File: config.mk
export PLATFORM = sky130hd
export DESIGN_NAME = poly_shift_reg
export DESIGN_NICKNAME = d
export VERILOG_FILES = /design/src/rtl/poly_shift_reg.sv
export SDC_FILE = /design/constraint.sdc
export NUM_CORES = 1
export LEC_CHECK = 0
export ABC_AREA = 1
export CORE_UTILIZATION = 35
export CTS_BUF_LIST = sky130_fd_sc_hd__clkbuf_2
export DETAILED_ROUTE_END_ITERATION = 7
export GPL_TIMING_DRIVEN = 0
export HOLD_SLACK_MARGIN = 0.12
export PLACE_DENSITY = 0.78
export RECOVER_POWER = 50
export SETUP_SLACK_MARGIN = 0.3
export SLEW_MARGIN = 20
export SYNTH_ARGS = -nofsm -noshare
export SYNTH_HDL_FRONTEND = slang
export SYNTH_SLANG_ARGS = --single-unit
File: constraint.sdc
create_clock -name clk -period 1.15 [get_ports clk]
set_input_delay 0.23 -clock clk [delete_from_list [all_inputs] [get_ports clk]]
set_output_delay 0.23 -clock clk [all_outputs]
set_load 0.01 [all_outputs]
File: src/rtl/poly_shift_reg.sv
// Shift / XNOR polynomial register for the POKEY noise and serial paths.
// It has a long mode and a short mode, parallel load, a lock flag and a registered wrap pulse.
module poly_shift_reg #(
  parameter int WIDTH     = 17,
  parameter int TAP       = 11,
  parameter int ALT_WIDTH = 9,
  parameter int ALT_TAP   = 4
) (
  input  logic             clk,
  input  logic             rst_n,
  input  logic             enp,
  input  logic             shift,
  input  logic             r,
  input  logic             load,
  input  logic [WIDTH-1:0] ld_data,
  input  logic             mode,
  input  logic             short,
  input  logic             d,
  output logic [WIDTH-1:0] q,
  output logic             s_out,
  output logic             lock,
  output logic             wrap
);

  // Builds a mask with the low len bits set.
  function automatic logic [WIDTH-1:0] low_mask(input int len);
    logic [WIDTH-1:0] m;
    m = '0;
    for (int i = 0; i < WIDTH; i++) begin
      if (i < len) m[i] = 1'b1;
      else         m[i] = 1'b0;
    end
    return m;
  endfunction

  localparam logic [WIDTH-1:0] LONG_MASK = low_mask(WIDTH);
  localparam logic [WIDTH-1:0] ALT_MASK  = low_mask(ALT_WIDTH);

  logic [WIDTH-1:0] q_r;
  logic             wrap_r;
  logic [WIDTH-1:0] mask_s;
  logic             msb_s;
  logic             tap_s;
  logic             lock_s;
  logic             in_s;
  logic [WIDTH-1:0] shifted_s;
  logic             wraps_s;
  logic [WIDTH-1:0] q_nxt_s;
  logic             wrap_nxt_s;

  // Active-length selection, feedback bit and candidate shifted value.
  always_comb begin
    mask_s    = short ? ALT_MASK : LONG_MASK;
    msb_s     = short ? q_r[ALT_WIDTH-1] : q_r[WIDTH-1];
    tap_s     = short ? q_r[ALT_TAP] : q_r[TAP];
    lock_s    = mode & ((q_r & mask_s) == mask_s);
    // A forced 0 breaks out of the all-ones XNOR lock state in one shift.
    if (!mode)       in_s = d;
    else if (lock_s) in_s = 1'b0;
    else             in_s = ~(msb_s ^ tap_s);
    shifted_s = {q_r[WIDTH-2:0], in_s};
    wraps_s   = mode & ((shifted_s & mask_s) == '0);
  end

  // Update priority under enable: clear, then load, then shift.
  always_comb begin
    q_nxt_s    = q_r;
    wrap_nxt_s = 1'b0;
    if (enp) begin
      if (r) begin
        q_nxt_s = '0;
      end else if (load) begin
        q_nxt_s = ld_data;
      end else if (shift) begin
        q_nxt_s    = shifted_s;
        wrap_nxt_s = wraps_s;
      end else begin
        q_nxt_s = q_r;
      end
    end else begin
      q_nxt_s = q_r;
    end
  end

  // State register with asynchronous clear.
  always_ff @(posedge clk or negedge rst_n) begin
    if (!rst_n) begin
      q_r    <= '0;
      wrap_r <= 1'b0;
    end else begin
      q_r    <= q_nxt_s;
      wrap_r <= wrap_nxt_s;
    end
  end

  assign q     = q_r;
  assign s_out = msb_s;
  assign lock  = lock_s;
  assign wrap  = wrap_r;

endmodule

**After elaboration in Yosys (flattened, before gate mapping)**

Index checks and enable logic that the tools add are counted.

- Register bits: 18
- Bits of input ports: 26
- Word-level logic and storage cells: 24

- Equality and inequality tests: 1
- Muxes and demuxes: 12
- Bitwise gates (word level): 6
- Reduce and logical (&&, ||, !) cells: 3

Operators by type and width:

| cell | count |
|---|---|
| $mux W17 | 4 |
| $and A17 B17 Y17 | 2 |
| $eq A17 B17 Y1 | 1 |
| $logic_not A17 Y1 | 1 |
| $mux W1 | 8 |
| $reduce_bool A3 Y1 | 1 |
| $and A1 B1 Y1 | 2 |
| $reduce_and A2 Y1 | 1 |
| $not A1 Y1 | 1 |
| $xor A1 B1 Y1 | 1 |

**Longest topological paths before layout**

- Depth after elaboration: 13
- Mapped depth: 10

**Worst setup path before layout**

Ideal clock, no wire load.

- Path kind: flip-flop to flip-flop
- From: register q_r[8] (netlist: q[8])
- To: register q_r[0] (netlist: q[0])
- Library setup time: 0.117 ns
- Arrival time: 1.003 ns
- Path slack: 0.030 ns
- Stages on the path, launching flop included: 11
- Period minus slack after synthesis: 1.120 ns
- Cells stage by stage: dfrtp_1 inv_1 nand2_1 nand2_1 nand2_1 nand2_1 nor2_1 nand2_1 nand3_1 nand2_1 nand2_1

- Longest elaborated chain between the ends: 8

Ends and longest elaborated chain:

| what | RTL line | source |
|---|---|---|
| from (decl) | 39 | `logic [WIDTH-1:0] q_r;` |
| from (signal assigned) | 91 | `q_r <= q_nxt_s;` |
| $and A17 B17 Y17 / $mux W1 (equally long branches) | 56, 54 |  |
| $eq A17 B17 Y1 / $xor A1 B1 Y1 (equally long branches) | 56, 60 |  |
| $and A1 B1 Y1 / $not A1 Y1 (equally long branches) | 56, 60 |  |
| $mux W1 * | 59 | `else if (lock_s) in_s = 1'b0;` |
| $mux W1 * | 58 | `if (!mode) in_s = d;` |
| $mux W17 * | 74 | `end else if (shift) begin` |
| $mux W17 * | 72 | `end else if (load) begin` |
| $mux W17 * | 70 | `if (r) begin` |

Mark *: on every way between the ends. The rest lies on a longest branch, timed or not. The select of a mux whose other input is x is not followed.
A chain may end at the register's enable or synchronous reset.

**Worst setup path after layout**

- From: register q_r[4] (netlist: q[4])
- To: output lock

- Longest elaborated chain between the ends: 3

Ends and longest elaborated chain:

| what | RTL line | source |
|---|---|---|
| $and A17 B17 Y17 | 56 | `lock_s = mode & ((q_r & mask_s) == mask_s);` |
| $eq A17 B17 Y1 | 56 |  |
| $and A1 B1 Y1 | 56 |  |
| to (decl) | 21 | `output logic lock,` |

Every way passes these cells.

==> summary.txt <==
Outcome
  • Failing checks: design-rule violations, negative setup slack
  • Status: finished, violations left

Detailed routing
  • DRT antenna net count: 0
  • DR iter-0 viols: 75
  • Vias per cell: ~5.4
  • Avg WL per Cell: around 17 um
  • WL final: 4530 um
  • Via count: 1442
  • Pre-Repair DR Iteration Count: 8
  • Number of remaining DRC errors: 6

Layout
  • Area grow syn2layout: 94.7%
  • Final Cell Area: 0.00214 mm^2
  • Commonest non-fill, non-tap cell in the layout: buf_6
  • Most frequent cells in the layout: buf_6 (29), nand2_1 (23), clkdlybuf4s50_1 (19)
  • Seq. cell area: 450 um^2
  • Multi-input combinational cell area: 662 um^2
  • Layout cells sized above 1: 0.571
  • Filler Cells Inserted: approximately 190
  • ANT cells: 0
  • Nets: 254

Setup path
  • CP Cell Sequence: nand2_1 -> nor2_1 -> nand2_1 -> nor2_2 -> nand2_2 -> inv_1 -> buf_2
  • CP Launch Type: register
  • Maximum fanout along the worst path: 2
  • Worst Path Required: 0.92 ns
  • CP max stage delay: 0.42 ns
  • CP max stage cell: dfrtp_1
  • WS Path Type: register to output port
  • CP arrival: between 1 and 1.5 ns
  • CP most frequent cell: nand2_1
  • Setup crit end kind: output port
  • FF-to-FF setup slack: -0.34 ns

Floorplan
  • Die height: 58.1 um
  • Initial Utilization: 0.382
  • Cell row count: 19
  • Die area: 0.00337 mm^2
  • CORE AREA: 0.00288 mm^2
  • Die width: just under 60 um
  • Boundary Pins: 46

Synth
  • Syn_nets: 168
  • Cells after synthesis: 142
  • Synth warn: 0
  • Netlist cell types: 19
  • Syn avg cell area: around 7.7 um^2
  • Yosys reg bits: 18
  • Register area share after synthesis: 0.410
  • Synth Cell Area: 0.00110 mm^2

Placed design
  • Cell Area, Placed: roughly 0.0016 mm^2
  • Dpl hpwl: 2310 um
  • IO Port Bufs: 45
  • RePlAce Congestion: 0.815

Global route
  • GRT overflow: 0
  • Vias in the first global route: 1377
  • Largest net degree at the start of global routing: 19
  • First-pass GRT wire length: 6590 um
  • Total track usage: 0.258
  • Initial antenna violation count: 0

Timing
  • Relative slew slack: 0.290
  • Clock Skew: 0.00126 ns
  • Crit path time final: 1.57 ns
  • Final Cycle Share: 1.37
  • Hold Slack: 0.0518 ns
  • Final slew viol count: 0
  • Fmax: between 600 and 700 MHz
  • Final setup fails: 20
  • Least-Margin Pin Slew: 1.06 ns
  • Final hold vios: 0
  • Final worst setup slack: -0.421 ns
  • RSZ-0062 raised after global routing: true

Clock tree
  • CTS max path bufs: 2
  • H-tree Lvls: 1
  • Post-CTS Hold Buffers: 0
  • CTS root buffer: clkbuf_2
  • Worst skew pair latency: 0.31 ns
  • CTS sink cnt: 18
  • Clock input transition at the sequential cells of the worst setup and hold paths: between 0.15 and 0.2 ns
  • TritonCTS clock tree: yes
  • Number of buffers created by CTS: 3

Pwr
  • Comb pwr share: 0.517
  • Leakage: 1.03 nW
  • Switching share of power: 0.368
  • Sequential Power Share: 0.350
  • P per Cell Area: 1010 mW/mm^2
  • Internal Power: ~0.0014 W
  • Clock share of power: 0.132
  • VDD IR max: 487 uV
  • Switching power: approximately 0.00080 W

Worst hold path
  • Hold Crit Class: input pin to asynchronous set/reset pin

Run
  • Total of max-cap violations: 0
-- state kept, by name, indices dropped and copies added (netlist names) --
| name | cells |
|---|---|
| wrap | 1 |
| q | 17 |
-- synth_stat cells --
library cell   n  area, um^2
nand2_1       40         150
inv_1         22        82.6
dfrtp_1       18         450
o21ai_0       16        80.1
nor2_1        11        41.3
o22ai_2       10         125
o22ai_1        5        31.3
nand4_1        4        25.0
clkbuf_1       2        7.51
nand2_2        2        12.5
nand2_4        2        22.5
nand3_1        2        10.0
nor4_1         2        12.5
buf_2          1        5.00
buf_4          1        7.51
buf_6          1        11.3
inv_2          1        3.75
nor3_1         1        5.00
o32ai_2        1        16.3
-- logic make-up after synthesis --
family                 after synthesis  share of synthesized area
flip-flops                          18                      0.410
buffers and inverters               28                      0.107
AND/OR/NAND/NOR                     64                      0.254
AO/OA/AOI/OAI                       32                      0.230
-- power groups by stage --
stage	Sequential (W)	Clock, W	Combinational, W
4_1_cts	0.000749	0.000270	0.000926
6_report	0.000759	0.000287	0.00112
3_5_place_dp	0.000784	0	0.000646
5_1_grt	0.000763	0.000311	0.00118
2_1_floorplan	0.000807	0	0.000297
3_3_place_gp	0.000782	0	0.000634
-- metrics by stage --
step	cells	worst slack [ns]	setup TNS (ns)	util	power (W)
2_1_floorplan	142	0.0676	0	-	0.00110
3_3_place_gp	229	-0.677	-11.03	0.567	0.00142
3_5_place_dp	229	-0.673	-12.26	0.567	0.00143
4_1_cts	259	-0.314	-1.54	0.681	0.00194
5_1_grt	268	-0.476	-3.90	0.744	0.00226
6_report	268	-0.421	-3.05	0.744	0.00217
-- cell type report --
| cell class | instances | share of cell area |
|---|---|---|
| timing repair buffer | 81 | 0.366 |
| multi-input combinational | 96 | 0.309 |
| sequential | 18 | 0.210 |
| inverter | 23 | 0.0567 |
| buffer | 5 | 0.0263 |
| tap | 42 | 0.0245 |
| clock buffer | 3 | 0.00701 |
-- path summary, 6_finish.rpt --
path	cells past startpoint	startpoint	to
max	7	q[4]$_DFFE_PN0P_	lock
min	1	rst_n	q[0]$_DFFE_PN0P_
max reg2reg	8	q[9]$_DFFE_PN0P_	wrap$_DFF_PN0_
min reg2reg	2	q[12]$_DFFE_PN0P_	q[12]$_DFFE_PN0P_
max in group asynchronous	1	rst_n	wrap$_DFF_PN0_
min in group clk	3	load	q[1]$_DFFE_PN0P_
-- worst max-delay path: cells and delay by family, from the launching register on --
kind	cells	cell delay [ns]
and+or+nand+nor	5	0.46
buffers and inverters	2	0.15
DFF	1	0.42
-- per-layer routing --
metal / global-route usage / up-vias / routed length, um
met4: 0.139 / 0 / 202
met5: 0 / - / 0
met2: 0.417 / 82 / 2250
met3: 0.0513 / 25 / 334
met1: 0.325 / 700 / 1740
li1: - / 635 / -
-- what timing repair did --
| action | in CTS | in global routing |
|---|---|---|
| resized for setup | 153 | 49 |
| gates cloned | 1 | 0 |
| hold endpoints to repair | 0 | 0 |
| pin swaps | 21 | 17 |
| setup buffers | 26 | 9 |
| endpoints found under the setup margin | 56 | 38 |
(Power assumes the default switching activity.)
